File: src/rtl/cache_dir_requester.sv
// Requester-side directory controller: one core access at a time, lookup, hit/miss
// resolution, victim writeback, line fill and tag/state commit for one directory port.
package cache_pkg;
  typedef enum logic [1:0] {
    ST_I = 2'b00,
    ST_S = 2'b01,
    ST_E = 2'b10,
    ST_M = 2'b11
  } line_state_t;
endpackage

module cache_dir_requester
  import cache_pkg::*;
#(
  parameter int INDEX_WIDTH = 7,
  parameter int TAG_WIDTH   = 20
) (
  input  logic                   clk,
  input  logic                   rst,
  input  logic                   req_valid,
  output logic                   req_ready,
  input  logic [31:0]            req_addr,
  input  logic                   req_write,
  output logic                   rsp_valid,
  input  logic                   rsp_ready,
  output logic                   rsp_hit,
  output logic [1:0]             rsp_state,
  output logic                   wb_valid,
  input  logic                   wb_ready,
  output logic [31:0]            wb_addr,
  output logic                   fill_valid,
  input  logic                   fill_ready,
  output logic [31:0]            fill_addr,
  output logic                   fill_excl,
  input  logic                   fill_ack_valid,
  input  logic [1:0]             fill_ack_state,
  output logic [INDEX_WIDTH-1:0] dir_index,
  output logic [TAG_WIDTH-1:0]   dir_next_tag,
  output logic [1:0]             dir_next_state,
  output logic                   dir_write,
  input  logic [TAG_WIDTH-1:0]   dir_current_tag,
  input  logic [1:0]             dir_current_state
);
  localparam int OFFSET = 32 - TAG_WIDTH - INDEX_WIDTH;
  localparam logic [OFFSET-1:0] ZERO_OFFSET = '0;

  typedef enum logic [2:0] {
    IDLE, LOOKUP, COMPARE, WB, FILL_REQ, FILL_WAIT, UPDATE, RESP
  } fsm_t;

  fsm_t                   r_state, w_state_next;
  logic [TAG_WIDTH-1:0]   r_tag;
  logic [INDEX_WIDTH-1:0] r_index;
  logic                   r_write;
  logic [TAG_WIDTH-1:0]   r_victim_tag;
  logic [1:0]             r_final_state;
  logic                   r_hit;

  logic [INDEX_WIDTH-1:0] w_req_index;
  logic                   w_hit;
  logic                   w_hit_path;
  logic                   w_unused_offset;

  assign w_req_index     = req_addr[OFFSET +: INDEX_WIDTH];
  assign w_unused_offset = ^req_addr[OFFSET-1:0];
  assign w_hit           = (dir_current_state != ST_I) && (dir_current_tag == r_tag);
  // A store hitting a Shared line needs ownership, so it leaves the hit path.
  assign w_hit_path      = w_hit && (!r_write || (dir_current_state != ST_S));

  always_ff @(posedge clk) begin
    if (rst) begin
      r_state       <= IDLE;
      r_tag         <= '0;
      r_index       <= '0;
      r_write       <= 1'b0;
      r_victim_tag  <= '0;
      r_final_state <= ST_I;
      r_hit         <= 1'b0;
    end else begin
      r_state <= w_state_next;
      case (r_state)
        IDLE: begin
          if (req_valid) begin
            r_tag   <= req_addr[31 -: TAG_WIDTH];
            r_index <= w_req_index;
            r_write <= req_write;
            r_hit   <= 1'b0;
          end
        end
        COMPARE: begin
          r_victim_tag  <= dir_current_tag;
          r_hit         <= w_hit_path;
          r_final_state <= r_write ? ST_M : dir_current_state;
        end
        FILL_WAIT: begin
          if (fill_ack_valid) r_final_state <= r_write ? ST_M : fill_ack_state;
        end
        default: ;
      endcase
    end
  end

  always_comb begin
    w_state_next   = r_state;
    req_ready      = 1'b0;
    rsp_valid      = 1'b0;
    rsp_hit        = 1'b0;
    rsp_state      = ST_I;
    wb_valid       = 1'b0;
    wb_addr        = '0;
    fill_valid     = 1'b0;
    fill_addr      = '0;
    fill_excl      = 1'b0;
    dir_index      = r_index;
    dir_next_tag   = '0;
    dir_next_state = ST_I;
    dir_write      = 1'b0;
    unique case (r_state)
      IDLE: begin
        req_ready = 1'b1;
        dir_index = w_req_index;
        if (req_valid) w_state_next = LOOKUP;
      end
      LOOKUP: w_state_next = COMPARE;
      COMPARE: begin
        if (w_hit_path) begin
          w_state_next = RESP;
          if (r_write && (dir_current_state == ST_E)) begin
            dir_write      = 1'b1;
            dir_next_tag   = r_tag;
            dir_next_state = ST_M;
          end
        end else if (!w_hit && (dir_current_state == ST_M)) begin
          w_state_next = WB;
        end else begin
          w_state_next = FILL_REQ;
        end
      end
      WB: begin
        wb_valid = 1'b1;
        wb_addr  = {r_victim_tag, r_index, ZERO_OFFSET};
        if (wb_ready) w_state_next = FILL_REQ;
      end
      FILL_REQ: begin
        fill_valid = 1'b1;
        fill_addr  = {r_tag, r_index, ZERO_OFFSET};
        fill_excl  = r_write;
        if (fill_ready) w_state_next = FILL_WAIT;
      end
      FILL_WAIT: begin
        if (fill_ack_valid) w_state_next = UPDATE;
      end
      UPDATE: begin
        dir_write      = 1'b1;
        dir_next_tag   = r_tag;
        dir_next_state = r_final_state;
        w_state_next   = RESP;
      end
      RESP: begin
        rsp_valid = 1'b1;
        rsp_hit   = r_hit;
        rsp_state = r_final_state;
        if (rsp_ready) w_state_next = IDLE;
      end
      default: w_state_next = IDLE;
    endcase
  end
endmodule
File: config.mk
export PLATFORM = sky130hd
export DESIGN_NAME = cache_dir_requester
export DESIGN_NICKNAME = d
export VERILOG_FILES = /design/src/rtl/cache_dir_requester.sv
export SDC_FILE = /design/constraint.sdc
export NUM_CORES = 1
export LEC_CHECK = 0
export ABC_CLOCK_PERIOD_IN_PS = 2850
export BUFFER_PORTS_ARGS = -buffer_cell sky130_fd_sc_hd__buf_2
export CAP_MARGIN = 40
export CORE_ASPECT_RATIO = 0.5
export CORE_MARGIN = 3
export CORE_UTILIZATION = 49
export DETAILED_ROUTE_END_ITERATION = 10
export PLACE_DENSITY = 0.94
export SYNTH_ARGS = -nofsm -noshare
export SYNTH_HDL_FRONTEND = slang
export SYNTH_SLANG_ARGS = --single-unit
File: constraint.sdc
create_clock -name clk -period 2.85 [get_ports clk]
set_input_delay 0.285 -clock clk [delete_from_list [all_inputs] [get_ports clk]]
set_output_delay 0.285 -clock clk [all_outputs]
set_load 0.02 [all_outputs]
==> results_dict.tcl, run 1 <==
set metrics [dict create \
    final_util_pct 69.6 \
    core_sq_um 5750 \
    clock-sinks 54 \
    cts_buffers 5 \
    grt_pass1_wl_um 14000 \
    crit_family "simple AND/OR/NAND/NOR gates" \
    total_power_w 0.00182 \
    crit_slowest_cell "dfxtp_1" \
    postPlaceCellArea_sq_um 3850 \
    path_clk_slew_ns 0.07 \
    peakVddDrop_mv 0.265 \
    io_pins 166 \
    start_kind "flop" \
    ys_types 41 \
    grt_pass1_vias 2839 \
    syn_inst 407 \
    root_buffer "clkbuf_16" \
    cp_cell_sequence "xor2_1 -> nor4_2 -> nand4_2 -> nor3_2 -> a22o_2 -> buf_4 -> and2_1 -> buf_2" \
    synth_seq_cells 54 \
    fin_worst_skew_ns 0.00417 \
    drtAntennaViolNets 0 \
    synth_fa_ha_area_share_pct 0 \
    worstMarginPinSlew_ns 0.503 \
    cpPeakStageDelay_ns 0.36 \
    fmax_mhz 382 \
    synth_top_family_by_area "simple AND/OR/NAND/NOR gates" \
    synth_mux_area_share_pct 3.98 \
    synth_area_leaders "dfxtp_1 35%, and2_1 16%, nand2_1 13%" \
    synth_top_cell_by_area "dfxtp_1" \
    synth-simple-area-share_pct 35.5 \
    slew_headroom_pct 66.4 \
    grt_max_degree 44 \
    drive_gt1_share_pct 34.3 \
    postRouteWirelength_um 9350 \
    place_ws_ns 0.490 \
    crit_required_ns 2.57 \
    grtUsageTotal_pct 23.9 \
    fin_crit_sh_pct 91.8 \
    grt-ovfl-total 0 \
    critPathArrivalTime_ns 2.33 \
    die_y_um 61.8 \
    cts_tree "done" \
    yosysWarnings 0 \
    synth_common_cells "107 x nand2_1, 79 x and2_1, 56 x a21oi_1, 54 x dfxtp_1, 20 x clkbuf_1" \
    synth_most_common_cell "nand2_1" \
    antenna_found_initial 0 \
    synth-compound-area-share_pct 13.1 \
    layout_setup_ws_ns 0.234 \
    power.leakage_nw 1.95 \
    yosys.area.top_type_share_pct 35.4 \
    cts_setup_buffers 0 \
    synthesis.area_sq_um 3050 \
    outcome "finished, final reports clean" \
    area_growth_syn_to_layout_pct 31.2 \
    cts_resized 0 \
    dr.pass1.iters 4 \
    synth-xor-area-share_pct 5.16 \
    gp_congestion 0.809 \
    post_drt_via_cell_ratio 5.08 \
    port_buffers 150 \
    finalSetupViolations 0 \
    wl_per_cell_um 14.8 \
    cts_max_path_buffers 2 \
    worst_skew_pair.late_latency_ns 0.29 \
    diodes 0 \
    maxCapViolations 0 \
    hpwlAfterDp_um 6720 \
    synth-main-ff-cell "dfxtp_1" \
    die_area_sq_um 7270 \
    first_iter_violations 258 \
    crit_buf_inv 2 \
    vias 3212 \
    critPathMaxFanout 15 \
    fillers 467 \
    syn_area_per_cell_sq_um 7.50 \
    cp-end-kind "primary output" \
    rows 19 \
    initial_core_util_pct 53.1 \
    critPathKind "reg -> out" \
    hold_buffers 0 \
    async_flop_share_pct 0 \
    hold_viol_final 0 \
    min_period_ns 2.62 \
    synth-edff-count 0 \
    final_area_sq_um 4010 \
    seq_area_frac_synth_pct 35.4 \
    fin_nets 611 \
    power.density_nw_per_um2 454 \
    die_x_um 118 \
    post-route-drc-count 0 \
    htree_levels 2 \
    min_path_type "in -> reg" \
    drv_slew 0 \
    grt_setup_unrepaired "no" \
    finalSetupTns_ns 0 \
]
kinds of logic after synthesis:
logic type | count (synthesis)
compound gates | 70
mux | 11
simple gates | 212
flops | 54
buf+inv | 41
xor+xnor | 18
other cells | 1
placed cells by master (no fill, tap or decap), types with 4 or more instances in the layout:
| cell | n |
|---|---|
| conb_1 | 10 |
| buf_4 | 10 |
| dfxtp_1 | 54 |
| a21oi_1 | 56 |
| xnor2_1 | 9 |
| buf_2 | 150 |
| xor2_1 | 9 |
| nor2_1 | 8 |
| clkbuf_16 | 5 |
| inv_1 | 4 |
| nand2_1 | 107 |
| and2_1 | 79 |
| mux2_2 | 8 |
worst register-to-register path: stages (launching register included):
cell and delay [ns]:
dfxtp_1 0.36, xor2_1 0.16, nor4_1 0.30, buf_4 0.18, nand4_2 0.17, nor4_4 0.30, o21ai_2 0.13, a221oi_2 0.26
through the flow:
stage	cells	hold WS, ns
final	632	0.225
after global routing	632	0.227
after CTS	632	0.226
after detailed placement	624	0.442
after global placement	623	0.437
after floorplan	416	0.421
path summary, 6_finish.rpt:
path	startpoint	endpoint	slack, ns	depth (start not counted)
min reg2reg	r_victim_tag[3]$_SDFFE_PP0P_	r_victim_tag[3]$_SDFFE_PP0P_	0.45	2
max	r_tag[8]$_SDFFE_PP0P_	dir_next_tag[4]	0.23	8
min	req_addr[20]	r_tag[8]$_SDFFE_PP0P_	0.23	3
max reg2reg	r_tag[4]$_SDFFE_PP0P_	r_state[0]$_SDFFE_PP0P_	0.90	7
sequential cells by signal, summed over array words and instances, names as in the netlist:
signal / count
r_final_state: 2
r_write: 1
r_state: 3
r_victim_tag: 20
r_tag: 20
r_index: 7
r_hit: 1
layer usage:
metal,vias to the layer above,global-route usage [%],part of all wire [%]
met1,1494,28.9,41
li1,1578,-,-
met5,-,0,0
met4,0,6.50,1.4
met3,12,6.60,7.4
met2,128,43.9,50
layout make-up:
type                    count  area [sq um]  area share [%]
clock inverters             2          16.3           0.406
multi-input cells         321          1800            45.0
inverters                   4          15.0           0.375
flip-flops and latches     54          1080            27.0
repair buffers            161           846            21.1
clock buffers               6           139            3.47
well taps                  84           105            2.62
where the power goes:
group / total [W] / switching, W / internal [W]
Sequential: 0.000845 / 0.0000481 / 0.000797
Combinational: 0.000338 / 0.000204 / 0.000134
Clock: 0.000636 / 0.000282 / 0.000353
Total: 0.00182 / 0.000534 / 0.00128
Note: power is estimated with default switching activity, not from simulation.
==> inputs of run 2 (changes only) <==
--- a/config.mk
+++ b/config.mk
@@ -10,9 +10,10 @@
 export CAP_MARGIN = 40
 export CORE_ASPECT_RATIO = 0.5
 export CORE_MARGIN = 3
-export CORE_UTILIZATION = 49
+export CORE_UTILIZATION = 50
+export CTS_BUF_LIST = sky130_fd_sc_hd__clkbuf_2
 export DETAILED_ROUTE_END_ITERATION = 10
-export PLACE_DENSITY = 0.94
+export PLACE_DENSITY = 0.95
 export SYNTH_ARGS = -nofsm -noshare
 export SYNTH_HDL_FRONTEND = slang
 export SYNTH_SLANG_ARGS = --single-unit
==> results_dict.tcl, run 2 (synthesis results as in run 1) <==
set metrics [dict create \
    outcome "finished with violations" \
    failed_checks "negative setup slack" \
    die_x_um 117 \
    io_pins 166 \
    first_iter_violations 538 \
    fin_crit_sh_pct 101 \
    core_sq_um 5680 \
    initial_core_util_pct 53.7 \
    crit_required_ns 2.57 \
    drv_slew 0 \
    diodes 0 \
    grt_pass1_vias 2827 \
    hpwlAfterDp_um 6860 \
    critPathArrivalTime_ns 2.58 \
    total_power_w 0.00155 \
    cts_tree "done" \
    port_buffers 150 \
    finalNonFillerCells 635 \
    dp_cells 611 \
    cts_max_path_buffers 2 \
    hold_viol_final 0 \
    holdCritStartpoint "req_addr[26]" \
    grtUsageTotal_pct 24.0 \
    dr.pass1.iters 7 \
    fillers 394 \
    slew_headroom_pct 59.7 \
    root_buffer "clkbuf_2" \
    start_kind "flop" \
    mostFrequentLayoutCell "buf_2" \
    critPathKind "reg -> out" \
    min_path_type "in -> reg" \
    vias 3630 \
    worstMarginPinSlew_ns 0.600 \
    die_area_sq_um 7140 \
    grt_setup_unrepaired "yes" \
    antenna_found_initial 0 \
    layout_common_cells "138 x buf_2, 107 x nand2_1, 78 x and2_1" \
    crit_start "r_state[0]$_SDFFE_PP0P_" \
    path_clk_slew_ns 0.29 \
    drive_gt1_share_pct 37.0 \
    area_growth_syn_to_layout_pct 37.3 \
    worst_skew_pair.late_latency_ns 0.47 \
    fmax_mhz 349 \
    power.leakage_nw 2.00 \
    clock-sinks 54 \
    peakVddDrop_mv 0.206 \
    post_drt_via_cell_ratio 5.72 \
    drtAntennaViolNets 0 \
    min_period_ns 2.87 \
    gp_congestion 0.793 \
    htree_levels 2 \
    grt_max_degree 45 \
    grt-ovfl-total 0 \
    die_y_um 61.3 \
    finalSetupViolations 2 \
    r2r_start "r_state[2]$_SDFFE_PP0P_" \
    cp-end-kind "primary output" \
    critPathMaxFanout 12 \
    postRouteWirelength_um 11300 \
    wl_per_cell_um 17.7 \
    top_regs "r_tag x20, r_victim_tag x20, r_index x7" \
    cts_buffers 5 \
    fin_nets 626 \
    post-route-drc-count 0 \
    place_ws_ns 0.372 \
    fin_worst_skew_ns 0.0325 \
    grt_pass1_wl_um 13400 \
    layout_setup_ws_ns -0.0163 \
    power.density_nw_per_um2 369 \
    maxCapViolations 0 \
    rows 19 \
]
==> run 2: cell count changes in the layout (fill, tap and decap cells not counted), moves of 8 or more <==
cell / delta
dlygate4sd3_1: +10
buf_4: +11
dfxtp_2: +8
dfxtp_1: -10
buf_2: -12
==> run 2: worst max-delay path, stage by stage, from the launching register on <==
cell	delay, ns
dfxtp_1	0.51
inv_1	0.14
nand2_1	0.19
nor4_4	0.57
a22o_2	0.36
and2_1	0.15
buf_2	0.18
==> run 2: repair_timing <==
item	4_1_cts	5_1_grt
pin swaps	0	7
gates cloned	0	3
setup buffers	0	4
hold buffers	0	10
endpoints found under the setup margin	21	23
hold endpoints to repair	0	10
resized for setup	1	41
==> run 2: worst paths after layout <==
path                                                      end  slack (ns)  cells past startpoint
worst max register to register         r_tag[19]$_SDFFE_PP0P_        0.65                      5
worst min register to register  r_victim_tag[13]$_SDFFE_PP0P_        0.47                      2
worst max-delay path                         dir_next_tag[19]       -0.02                      6
worst min-delay path                   r_tag[14]$_SDFFE_PP0P_        0.01                      3
==> run 2: per-layer routing <==
metal	track usage [%]	wire, um	up-vias
met4	6.78	624	0
met5	0	0	-
met1	30.8	4090	1653
li1	-	-	1623
met2	42.1	5290	270
met3	4.61	1240	84
==> run 2: layout make-up <==
class	count	area, sq um	share of cell area (%)
inverter	4	15.0	0.358
sequential	54	1100	26.2
tap	73	91.3	2.18
clock inverter	2	15.0	0.358
clock buffer	5	25.0	0.597
timing repair buffer	173	1000	23.9
multi-input combinational	324	1940	46.4
==> run 2: through the flow <==
step	cell area [sq um]	TNS [ns]	hold slack (ns)	util, %
floorplan	3090	0	0.421	-
global placement	3800	0	0.438	66.9
detailed placement	3820	0	0.443	67.3
CTS	3870	0	0.00165	68.1
global route	4190	-1.30	0.00620	73.8
finish	4190	-0.0247	0.0144	73.8
==> run 2: power by group <==
part	leakage (nW)	switching [W]	internal, W	total, W
Clock	0.0211	0.000257	0.0000546	0.000311
Combinational	1.54	0.000227	0.000150	0.000377
Sequential	0.445	0.0000553	0.000802	0.000857
==> inputs of run 3 (changes only) <==
--- a/config.mk
+++ b/config.mk
@@ -14,6 +14,7 @@
 export CTS_BUF_LIST = sky130_fd_sc_hd__clkbuf_2
 export DETAILED_ROUTE_END_ITERATION = 10
 export PLACE_DENSITY = 0.95
+export REMOVE_ABC_BUFFERS = 1
 export SYNTH_ARGS = -nofsm -noshare
 export SYNTH_HDL_FRONTEND = slang
 export SYNTH_SLANG_ARGS = --single-unit
==> results_dict.tcl, run 3 (synthesis results as in run 1) <==
set metrics [dict create \
    peakVddDrop_mv 0.183 \
    slew_headroom_pct 64.9 \
    place_ws_ns 0.308 \
    critPathKind "reg -> out" \
    grt_setup_unrepaired "yes" \
    top_regs "r_tag x20, r_victim_tag x20, r_index x7" \
    power.density_nw_per_um2 372 \
    finalNonFillerCells 627 \
    layout_setup_ws_ns -0.0127 \
    grt_pass1_wl_um 13500 \
    clock-sinks 54 \
    maxCapViolations 0 \
    vias 3438 \
    core_sq_um 5680 \
    reg2regPathDepth 7 \
    rrSetupSlack_ns 0.75 \
    drtAntennaViolNets 0 \
    cts_max_path_buffers 2 \
    die_area_sq_um 7140 \
    fin_crit_sh_pct 100 \
    min_path_type "in -> reg" \
    crit_required_ns 2.57 \
    cts_buffers 5 \
    cpPeakStageDelay_ns 0.39 \
    hpwlAfterDp_um 6640 \
    root_buffer "clkbuf_2" \
    first_iter_violations 297 \
    grt_max_degree 42 \
    finalSetupViolations 6 \
    path_clk_slew_ns 0.29 \
    outcome "finished with violations" \
    cp_cell_sequence "xor2_1 -> nor4_2 -> nand4_2 -> nor3_4 -> a22o_2 -> and2_1 -> buf_2" \
    cts_tree "done" \
    gp_congestion 0.794 \
    postRouteWirelength_um 10300 \
    power.leakage_nw 1.98 \
    diodes 0 \
    total_power_w 0.00151 \
    rows 19 \
    r2r_start "r_tag[8]$_SDFFE_PP0P_" \
    cp-end-kind "primary output" \
    dr.pass1.iters 6 \
    drive_gt1_share_pct 37.4 \
    fin_worst_skew_ns 0.0268 \
    finalSetupTns_ns -0.0434 \
    worstMarginPinSlew_ns 0.526 \
    grt-ovfl-total 0 \
    grtUsageTotal_pct 23.9 \
    layout_common_cells "142 x buf_2, 107 x nand2_1, 73 x and2_1" \
    start_kind "flop" \
    mostFrequentLayoutCell "buf_2" \
    critPathArrivalTime_ns 2.58 \
    grt_pass1_vias 2965 \
    initial_core_util_pct 53.7 \
    crit_slowest_cell "dfxtp_2" \
    final_util_pct 71.5 \
    hold_viol_final 0 \
    port_buffers 150 \
    hold_depth 3 \
    endpoint "dir_next_tag[18]" \
    io_pins 166 \
    die_x_um 117 \
    die_y_um 61.3 \
    post-route-drc-count 0 \
    min_period_ns 2.86 \
    htree_levels 2 \
    fin_nets 618 \
    area_growth_syn_to_layout_pct 33.0 \
    reg2reg_to "r_state[0]$_SDFFE_PP0P_" \
    dp_cells 609 \
    critPathMaxFanout 5 \
    drv_slew 0 \
    crit_start "r_tag[8]$_SDFFE_PP0P_" \
    post_drt_via_cell_ratio 5.48 \
    antenna_found_initial 0 \
    wl_per_cell_um 16.4 \
    worst_skew_pair.late_latency_ns 0.45 \
    fmax_mhz 349 \
    failed_checks "negative setup slack" \
]
## run 3: changes by cell type in the layout (fill, tap and decap cells not counted), moves of 2 or more
| cell | before | now |
|---|---|---|
| buf_6 | 3 | 7 |
| dfxtp_1 | 44 | 46 |
| dlygate4sd3_1 | 10 | 4 |
| and2_4 | 1 | 6 |
| nand4_2 | 0 | 2 |
| buf_4 | 21 | 12 |
| and2_1 | 78 | 73 |
| nand4_4 | 2 | 0 |
| buf_2 | 138 | 142 |
| dfxtp_4 | 2 | 0 |
## run 3: where the power goes
group	switching, W	total, W	internal (W)	leakage (nW)
clock	0.000251	0.000310	0.0000591	0.0251
combinational	0.000211	0.000352	0.000141	1.51
sequential	0.0000485	0.000850	0.000802	0.443
## run 3: critical path, delay by kind of cell, from the launching register on
kind | cells | cell delay (ns)
and+or+nand+nor | 4 | 1.16
DFF | 1 | 0.39
AOI/OAI and AO/OA | 1 | 0.30
buffers and inverters | 1 | 0.16
xor gates and xnor gates | 1 | 0.14
## run 3: timing repair
item | CTS | global route
setup endpoints to repair | 21 | 35
hold buffers | 0 | 4
pin swaps | 1 | 8
setup buffers | 0 | 5
gates resized for setup | 2 | 35
hold endpoints to repair | 0 | 4
gates cloned | 0 | 2
## run 3: area by class of cell
class | count | area [sq um]
multi-input cells | 323 | 1890
well taps | 73 | 91.3
repair buffers | 166 | 940
clock inverters | 1 | 7.51
flip-flops and latches | 54 | 1090
fillers | 431 | 1620
clock buffers | 6 | 30.0
inverters | 4 | 15.0
## run 3: worst min-delay path by stage
stage                                       start                            end
floorplan                                     rst        r_state[0]$_SDFFE_PP0P_
global placement    r_victim_tag[14]$_SDFFE_PP0P_  r_victim_tag[14]$_SDFFE_PP0P_
detailed placement   r_victim_tag[6]$_SDFFE_PP0P_   r_victim_tag[6]$_SDFFE_PP0P_
CTS                                  req_addr[17]          r_tag[5]$_SDFFE_PP0P_
global route                         req_addr[12]          r_tag[0]$_SDFFE_PP0P_
finish                               req_addr[25]         r_tag[13]$_SDFFE_PP0P_
## run 3: routing by layer
metal,vias to the layer above,part of all wire [%],track usage (%)
met1,1584,38,27.0
met4,0,4.1,9.92
met3,60,8.7,5.10
met5,-,0,0
met2,198,49,45.0
li1,1596,-,-
## run 3: per-stage QoR
stage               hold slack (ns)  cell area (sq um)
finish                       0.0230               4060
CTS                          0.0240               3850
floorplan                     0.351               2900
detailed placement            0.443               3800
global route                0.00613               4060
global placement              0.437               3780
